==> config.mk <==
export PLATFORM = sky130hd
export DESIGN_NAME = spu_mem_stage
export DESIGN_NICKNAME = d
export VERILOG_FILES = /design/src/rtl/spu_mem_stage.sv
export SDC_FILE = /design/constraint.sdc
export NUM_CORES = 1
export LEC_CHECK = 0
export ABC_AREA = 1
export ABC_CLOCK_PERIOD_IN_PS = 3400
export CAP_MARGIN = 40
export CORE_AREA = 5 5 266 268
export CTS_CLUSTER_DIAMETER = 30
export CTS_CLUSTER_SIZE = 28
export DETAILED_ROUTE_END_ITERATION = 8
export DIE_AREA = 0 0 271 273
export PLACE_DENSITY = 0.42
export RECOVER_POWER = 25
export SETUP_SLACK_MARGIN = 0.02
export SYNTH_ARGS = -nofsm -noshare
export SYNTH_HDL_FRONTEND = slang
export SYNTH_SLANG_ARGS = --single-unit
export TNS_END_PERCENT = 30
==> constraint.sdc <==
create_clock -name clk -period 3.4 [get_ports clk]
set_input_delay 0.51 -clock clk [delete_from_list [all_inputs] [get_ports clk]]
set_output_delay 0.51 -clock clk [all_outputs]
set_load 0.02 [all_outputs]
==> src/rtl/spu_mem_stage.sv <==
// spu_mem_stage: MEM-stage local-store access FSM; optional watchdog enabled by MEM_TIMEOUT_EN
module spu_mem_stage #(
    parameter int DATA_W    = 128,
    parameter int RT_W      = 7,
    parameter int LS_ADDR_W = 18
`ifdef MEM_TIMEOUT_EN
    , parameter int TIMEOUT_CYCLES = 255
`endif
) (
    input  logic                 clk,
    input  logic                 reset,
    input  logic                 ex_valid,
    input  logic                 ex_load,
    input  logic                 ex_store,
    input  logic                 ex_regwrite,
    input  logic [DATA_W-1:0]    ex_alu_result,
    input  logic [DATA_W-1:0]    ex_store_data,
    input  logic [RT_W-1:0]      ex_rt,
    output logic                 stall,
    output logic                 ls_req,
    output logic                 ls_we,
    output logic [LS_ADDR_W-5:0] ls_addr,
    output logic [DATA_W-1:0]    ls_wdata,
    input  logic                 ls_gnt,
    input  logic                 ls_rvalid,
    input  logic [DATA_W-1:0]    ls_rdata,
    output logic                 wb_valid,
    output logic                 wb_we,
    output logic [RT_W-1:0]      wb_rt,
    output logic [DATA_W-1:0]    wb_data,
    output logic                 err_timeout
);
    typedef enum logic [1:0] {IDLE, REQ, WAIT_R} state_e;

    state_e               state_q;
    logic [LS_ADDR_W-5:0] addr_q;
    logic                 we_q;
    logic [DATA_W-1:0]    wdata_q;
    logic [RT_W-1:0]      rt_q;
    logic                 wb_valid_q;
    logic                 wb_we_q;
    logic [RT_W-1:0]      wb_rt_q;
    logic [DATA_W-1:0]    wb_data_q;

`ifdef MEM_TIMEOUT_EN
    localparam int CNT_W = $clog2(TIMEOUT_CYCLES + 1);
    logic [CNT_W-1:0] cnt_q;
    logic             err_q;
    logic             expired;
    assign expired     = (state_q != IDLE) && (cnt_q == CNT_W'(TIMEOUT_CYCLES - 1));
    assign err_timeout = err_q;
`else
    assign err_timeout = 1'b0;
`endif

    assign stall    = (state_q != IDLE);
    assign ls_req   = (state_q == REQ);
    assign ls_we    = we_q;
    assign ls_addr  = addr_q;
    assign ls_wdata = wdata_q;
    assign wb_valid = wb_valid_q;
    assign wb_we    = wb_we_q;
    assign wb_rt    = wb_rt_q;
    assign wb_data  = wb_data_q;

    // Sequence each access through IDLE/REQ/WAIT_R; the address keeps only the quadword index of the preferred slot
    always_ff @(posedge clk or negedge reset) begin
        if (!reset) begin
            state_q    <= IDLE;
            addr_q     <= '0;
            we_q       <= 1'b0;
            wdata_q    <= '0;
            rt_q       <= '0;
            wb_valid_q <= 1'b0;
            wb_we_q    <= 1'b0;
            wb_rt_q    <= '0;
            wb_data_q  <= '0;
`ifdef MEM_TIMEOUT_EN
            cnt_q      <= '0;
            err_q      <= 1'b0;
`endif
        end else begin
            wb_valid_q <= 1'b0;
            wb_we_q    <= 1'b0;
`ifdef MEM_TIMEOUT_EN
            err_q      <= 1'b0;
            cnt_q      <= (state_q == IDLE) ? '0 : cnt_q + 1'b1;
`endif
            case (state_q)
                IDLE: if (ex_valid) begin
                    if (ex_load || ex_store) begin
                        state_q <= REQ;
                        addr_q  <= ex_alu_result[DATA_W-32+LS_ADDR_W-1:DATA_W-28];
                        we_q    <= ex_store;
                        rt_q    <= ex_rt;
                        if (ex_store) wdata_q <= ex_store_data;
                    end else begin
                        wb_valid_q <= 1'b1;
                        wb_we_q    <= ex_regwrite;
                        wb_rt_q    <= ex_rt;
                        wb_data_q  <= ex_alu_result;
                    end
                end
                REQ: if (ls_gnt) state_q <= we_q ? IDLE : WAIT_R;
                WAIT_R: if (ls_rvalid) begin
                    state_q    <= IDLE;
                    wb_valid_q <= 1'b1;
                    wb_we_q    <= 1'b1;
                    wb_rt_q    <= rt_q;
                    wb_data_q  <= ls_rdata;
                end
                default: state_q <= IDLE;
            endcase
`ifdef MEM_TIMEOUT_EN
            if (expired) begin
                state_q <= IDLE;
                err_q   <= 1'b1;
                if (!we_q) begin
                    wb_valid_q <= 1'b1;
                    wb_we_q    <= 1'b0;
                    wb_data_q  <= '0;
                end
            end
`endif
        end
    end
endmodule

Word-level counts from Yosys, hierarchy flattened
Cells that the tools add are included.
Widths: inputs -> output; s select.
- register bits after elaboration: 289
- output and inout port bits: 283
- reduce and logical (&&, ||, !) cells: 8
- mux-type cells: 21
- equal/unequal tests: 7
- operators by type and width (operator ; count):
    $mux 128 ; 3
    $pmux 128 s2 ; 1
    $mux 7 ; 3
    $pmux 7 s2 ; 1
    $reduce_and 4->1 ; 3
    $mux 2 ; 5
    $ne 2x2->1 const B ; 4
    $pmux 2 s3 ; 1
    $mux 1 ; 5
    $pmux 1 s2 ; 2
    $reduce_bool 2->1 ; 2
    $reduce_and 3->1 ; 1
    $eq 2x1->1 const B ; 1
    $eq 2x2->1 const B ; 1
    $logic_not 2->1 ; 1
    $ne 2x1->1 const B ; 1
    $logic_or 1x1->1 ; 1

Logic depth before layout (Yosys ltp)
Gate-level depths: netlist (run 1).
- word-level depth: 4
- depth in mapped cells: 9
- depth with buffers taken out: 6

Worst setup path before layout (run 1)
Ideal clock, no wire load.
- kind: reg-to-output
- start: register state_q[1]
- end: output port ls_req
- stages on the path, launching flop included: 4
- path buffers: 2
- required time: 2.890 ns
- slack: 1.888 ns
- data arrival time: 1.002 ns
- cells stage by stage: dfrtp_1 > buf_4 > clkbuf_1 > nor2_1
- cells in the longest elaborated chain, start to end: 1
- RTL lines (item ; RTL line ; RTL):
    from (decl) ; 35 ; state_e state_q;
    from (signal assigned) ; 104 ; REQ: if (ls_gnt) state_q <= we_q ? IDLE : WAIT_R;
    $eq 2x1->1 ; 57 ; assign ls_req = (state_q == REQ);
    to (decl) ; 20 ; output logic ls_req,
No other way between the ends.

Final worst setup path (run 1)
Ends and elaborated chain as after synthesis.

==> results of run 1 <==
[critical path, stage by stage (launching register included)]
cell and delay [ns]:
dfrtp_4 0.52, buf_12 0.21, nor2_1 0.26, clkdlybuf4s50_1 0.66
[power breakdown]
part,total [mW],internal [mW],switching (mW)
registers,6.00,5.05,0.954
clock network,8.82,6.34,2.47
logic,9.30,3.98,5.32
[layout make-up]
type	count	share of cell area, %
Clock inverter	48	3.05
Multi-Input combinational cell	1268	21.6
Sequential cell	289	30.2
Inverter	17	0.287
Timing Repair Buffer	704	29.6
Tap cell	882	4.61
Antenna cell	1	0.0105
Clock buffer	117	10.6
[cell families (layout without fill, tap and decap cells)]
family                 Yosys count  in the layout  share of synthesized area, %
AOI/OAI and AO/OA               15             15                         0.574
and+or+nand+nor               1252           1252                          38.6
buffers and inverters          138            886                          5.44
other                            1              2                        0.0287
DFF                            289            289                          55.3
[synthesized netlist by cell type]
cell type / n
conb_1: 1
buf_1: 15
buf_4: 11
nor2_4: 1
inv_1: 15
nor2_1: 4
inv_2: 2
dfrtp_1: 289
clkbuf_1: 24
buf_6: 10
nor3_1: 1
nor2_2: 1
nand3_1: 267
nand2_1: 977
o21ai_0: 15
buf_2: 61
nand2_2: 1
[worst max-delay path by stage]
stage                               to  depth (start not counted)  slack (ns)
final                           ls_req                          3        0.59
after global routing            ls_req                          3        0.49
after CTS                       ls_req                          3        0.58
after detailed placement  wb_data[122]                          7        0.91
after global placement    ls_wdata[20]                          6        0.94
after floorplan                 ls_req                          3        1.89
[registers in the layout, summed over array words and instances (netlist names)]
name,flops
ls_wdata,128
wb_data,128
ls_addr,14
rt_q,7
wb_rt,7
state_q,2
ls_we,1
wb_valid,1
wb_we,1
[layer usage]
| metal | up-vias | GRT usage, % |
|---|---|---|
| li1 | 6691 | - |
| met2 | 585 | 27.4 |
| met1 | 6616 | 19.7 |
| met4 | 4 | 4.49 |
| met3 | 77 | 6.96 |
| met5 | - | 0 |
[per-stage QoR]
stage	cell area [µm²]	util [%]	std cells	hold WS (ns)	worst slack, ns
2_1_floorplan	13100	-	1695	0.214	1.89
3_3_place_gp	20700	30.4	3159	0.453	0.940
3_5_place_dp	20700	30.4	3159	0.458	0.913
4_1_cts	24000	35.2	3325	0.380	0.576
5_1_grt	23900	35.2	3325	0.418	0.493
6_report	23900	35.2	3326	0.442	0.586
==> results.py, run 1 <==
metrics = {
    "cts": {
        "clk_pin_slew_ns": 0.04,
        "cts_tree": "built",
        "clock_latency_ns": 0.59,
        "cts_resized": 0,
        "cts_buffers": 89,
        "htreeDepth": 3,
        "root_buffer": "clkbuf_16",
        "cts_buffer_depth": 3,
        "cts.sinks": 289,
        "postCtsSetupBuffers": 0,
        "cts_hold_buffers": 1,
    },
    "route": {
        "routed_wirelength_um": 63000,
        "vias": 14000,
        "wl_met2_um": 29900,
        "drt_pass1_iterations": 5,
        "drc": 0,
        "wire_per_inst_um": 18.9,
        "ant_nets": 0,
        "routed_via_density": 4.20,
        "met3_length_um": 6400,
        "m1WireLength_um": 25600,
        "drt-initial-drc-count": 720,
        "top_layer": "met5",
    },
    "sta": {
        "setup_viol": 0,
        "min_period_over_period_pct": 82.8,
        "fin_skew_ns": 0.0155,
        "rsz0062_at_grt": "false",
        "tns_ns": 0,
        "fin_crit_ns": 2.81,
        "finalHoldViolations": 0,
        "max_freq_mhz": 355,
        "finalMaxSlewViolations": 0,
        "tightest_slew_ns": 1.12,
        "max-slew-margin-rel_pct": 25.1,
    },
    "setup_path": {
        "worstReg2RegEnd": "wb_data[26]",
        "r2r-start": "state_q[0]",
        "r2r_cells": 7,
        "cp-start-kind": "flop",
        "crit_fanout": 93,
        "critPathRequiredTime_ns": 2.89,
        "cp.arrival_ns": 2.30,
        "r2r_slack_ns": 1.22,
        "timing_worst_setup_path_type": "flop to output port",
        "end_kind": "output port",
        "crit_start": "state_q[1]",
    },
    "pwr": {
        "cellPowerDensity_nw_per_um2": 1010,
        "power_mw": 24.1,
        "ir_drop_uv": 352,
        "leakage_nw": 11.6,
    },
    "floorplan": {
        "fp.dieW_um": 271,
        "initial_core_util_pct": 19.2,
        "die_height_um": 273,
        "placementRows": 96,
        "ioPinCount": 682,
        "core_um2": 68100,
        "die_area_um2": 74000,
    },
    "logic_synthesis": {
        "yosysTopAreaCell": "dfrtp_1",
        "ys_top_cells_by_area": "dfrtp_1 55%, nand2_1 28%, nand3_1 10%, buf_2 2.3%, buf_6 0.86%",
        "syn_nets": 2094,
        "netlist_area_um2": 13100,
        "yosysSeqAreaShare_pct": 55.3,
        "synth_area_per_cell_um2": 7.71,
        "yosysWarnings": 0,
        "ys_types": 17,
        "synth-seq-cells": 289,
        "synth_top_area_share_pct": 55.3,
        "synth_cells": 1695,
    },
    "min_path": {
        "whs_endpoint": "ls_wdata[111]",
        "min_from": "ex_store_data[111]",
        "whs_path_depth": 3,
        "hold_class": "primary input to flop",
    },
    "global_route": {
        "antenna_found_initial": 4,
        "grt_pass1_vias": 14900,
        "grt_pass1_wl_um": 95000,
        "grt_max_degree": 137,
        "grt_remaining_overflow": 0,
        "grt_usage_pct": 16.5,
    },
    "final_layout": {
        "drive_gt1_share_pct": 7.57,
        "multi_input_comb_area_um2": 5170,
        "regArea_um2": 7240,
        "nets": 2768,
        "final_common_cell": "nand2_1",
        "mostFrequentLayoutCells": "976 x nand2_1, 679 x clkdlybuf4s50_1, 288 x dfrtp_1, 265 x nand3_1, 90 x clkbuf_16",
        "area_growth_pct": 83.2,
        "fillers": 7109,
    },
    "placement": {
        "globalplace.congestion": 0.840,
        "port_buffers": 680,
        "dp_hpwl_um": 45900,
    },
    "run_status": {
        "outcome": "completed",
    },
    "job": {
        "maxCapViolCount": 0,
    },
}
(Power assumes the default switching activity.)
==> run 2, diff against run 1 <==
--- a/config.mk
+++ b/config.mk
@@ -6,14 +6,14 @@
 export NUM_CORES = 1
 export LEC_CHECK = 0
 export ABC_AREA = 1
-export ABC_CLOCK_PERIOD_IN_PS = 3400
+export ABC_CLOCK_PERIOD_IN_PS = 2700
 export CAP_MARGIN = 40
-export CORE_AREA = 5 5 266 268
+export CORE_AREA = 5 5 264 266
 export CTS_CLUSTER_DIAMETER = 30
 export CTS_CLUSTER_SIZE = 28
 export DETAILED_ROUTE_END_ITERATION = 8
-export DIE_AREA = 0 0 271 273
-export PLACE_DENSITY = 0.42
+export DIE_AREA = 0 0 269 271
+export PLACE_DENSITY = 0.43
 export RECOVER_POWER = 25
 export SETUP_SLACK_MARGIN = 0.02
 export SYNTH_ARGS = -nofsm -noshare
==> constraint.sdc (replaced) <==
create_clock -name clk -period 2.7 [get_ports clk]
set_input_delay 0.405 -clock clk [delete_from_list [all_inputs] [get_ports clk]]
set_output_delay 0.405 -clock clk [all_outputs]
set_load 0.02 [all_outputs]
==> run 2 against run 1 <==
Clock skew rose by 0.011 ns. First-iteration DRC count fell by 8.2%. The flow now finishes with violations (capacitance limit, slew limit). Sequential share of layout area barely moved. Sequential power rose by 26%. Critical path depth did not move. Via count barely moved. Largest cell class unchanged.
==> results.py, run 2 (same netlist as run 1, synthesis figures left out) <==
metrics = {
    "run_status": {
        "outcome": "finished, violations left",
        "violations": "capacitance limit, slew limit",
    },
    "floorplan": {
        "die_height_um": 271,
        "placementRows": 95,
        "core_um2": 66800,
        "ioPinCount": 682,
        "die_area_um2": 72900,
        "initial_core_util_pct": 19.6,
        "fp.dieW_um": 269,
    },
    "route": {
        "wire_per_inst_um": 19.5,
        "vias": 14000,
        "drc": 0,
        "ant_nets": 0,
        "routed_wirelength_um": 64800,
        "routed_via_density": 4.21,
        "drt-initial-drc-count": 661,
        "drt_pass1_iterations": 5,
    },
    "setup_path": {
        "cp.arrival_ns": 2.08,
        "end_kind": "output port",
        "timing_worst_setup_path_type": "flop to output port",
        "crit_fanout": 8,
        "critPathRequiredTime_ns": 2.30,
        "cp-start-kind": "flop",
    },
    "cts": {
        "postCtsSetupBuffers": 0,
        "clock_latency_ns": 0.59,
        "cts_buffer_depth": 3,
        "cts.sinks": 289,
        "cts_tree": "built",
        "cts_buffers": 86,
        "clk_pin_slew_ns": 0.04,
        "htreeDepth": 3,
        "root_buffer": "clkbuf_16",
    },
    "sta": {
        "tns_ns": 0,
        "rsz0062_at_grt": "false",
        "tightest_slew_ns": 1.87,
        "fin_skew_ns": 0.0266,
        "max_freq_mhz": 403,
        "fin_crit_ns": 2.48,
        "max-slew-margin-rel_pct": -24.9,
        "min_period_over_period_pct": 91.9,
        "finalMaxSlewViolations": 58,
        "finalHoldViolations": 0,
        "setup_viol": 0,
    },
    "global_route": {
        "antenna_found_initial": 14,
        "grt_remaining_overflow": 0,
        "grt_max_degree": 137,
        "grt_pass1_wl_um": 94600,
        "grt_pass1_vias": 14900,
        "grt_usage_pct": 17.0,
    },
    "final_layout": {
        "nets": 2770,
        "final_common_cell": "nand2_1",
        "post-route-util_pct": 35.9,
        "fillers": 6808,
        "drive_gt1_share_pct": 7.62,
        "area_growth_pct": 83.4,
        "mostFrequentLayoutCells": "976 x nand2_1, 679 x clkdlybuf4s50_1, 288 x dfrtp_1, 265 x nand3_1, 86 x clkbuf_16",
    },
    "pwr": {
        "leakage_nw": 11.5,
        "ir_drop_uv": 463,
        "cellPowerDensity_nw_per_um2": 1270,
    },
    "min_path": {
        "hold_class": "primary input to flop",
    },
    "placement": {
        "port_buffers": 680,
        "dp_hpwl_um": 47800,
        "globalplace.congestion": 0.828,
    },
    "job": {
        "maxCapViolCount": 1,
    },
}
run 2: cell count changes in the layout (fill, tap and decap cells not counted), moves of 2 or more:
| cell | before | now |
|---|---|---|
| clkbuf_16 | 90 | 86 |
| clkinv_8 | 0 | 2 |
| clkbuf_8 | 18 | 10 |
| clkinv_2 | 20 | 9 |
| bufinv_16 | 15 | 18 |
| clkbuf_1 | 14 | 10 |
| buf_4 | 7 | 12 |
| buf_12 | 10 | 15 |
| clkinvlp_4 | 7 | 15 |
| diode_2 | 1 | 6 |
| clkinv_4 | 0 | 2 |
run 2: final timing paths:
| check | from | endpoint | slack (ns) | cells past startpoint |
|---|---|---|---|---|
| setup / recovery | state_q[1] | stall | 0.22 | 3 |
| hold / removal | ex_store_data[28] | ls_wdata[28] | 0.34 | 3 |
| setup reg to reg | state_q[1] | ls_wdata[39] | 0.66 | 7 |
| hold reg to reg | ls_wdata[105] | ls_wdata[105] | 0.46 | 2 |
| max in group asynchronous | reset | wb_data[75] | 0.52 | 3 |
| min in group asynchronous | reset | wb_rt[2] | 0.90 | 2 |
run 2: through the flow:
stage / cell area [µm²] / instances / hold WS [ns] / power [mW] / worst slack, ns
after floorplan: 13100 / 1695 / 0.109 / 12.9 / 1.29
after global placement: 20800 / 3155 / 0.424 / 19.6 / 0.469
after detailed placement: 20800 / 3155 / 0.431 / 19.6 / 0.406
after CTS: 24000 / 3313 / 0.275 / 30.9 / 0.112
after global routing: 24000 / 3317 / 0.306 / 32.1 / 0.0716
final: 24000 / 3319 / 0.335 / 30.4 / 0.219
run 2: routing by layer:
layer / track usage [%] / wire, µm
met1: 19.0 / 24500
met3: 7.82 / 7330
met2: 27.9 / 30400
met5: 0 / 61
met4: 7.38 / 2510
run 2: power by group:
part           total (mW)  switching, mW  internal, mW
logic                11.8           6.71          5.07
clock network        11.0           3.17          7.84
registers            7.58           1.23          6.36
run 2: repair_timing:
item	in CTS	in global routing
hold buffers	1	0
gates resized for setup	0	0
endpoints found under the hold margin	54	0
run 2: critical path, cell delays in order (launching register included):
cell and delay [ns]:
dfrtp_4 0.58, nor2_4 0.19, inv_1 0.13, clkdlybuf4s50_1 0.58
run 2: cell type report:
cell class              count  area (µm²)  share of cell area [%]
clock inverters            51         857                    3.57
multi-input cells        1268        5170                    21.6
repair buffers            709        7210                    30.1
inverters                  17        68.8                   0.287
flip-flops and latches    289        7240                    30.2
well taps                 873        1090                    4.56
diodes                      6        15.0                  0.0626
clock buffers             106        2330                    9.71
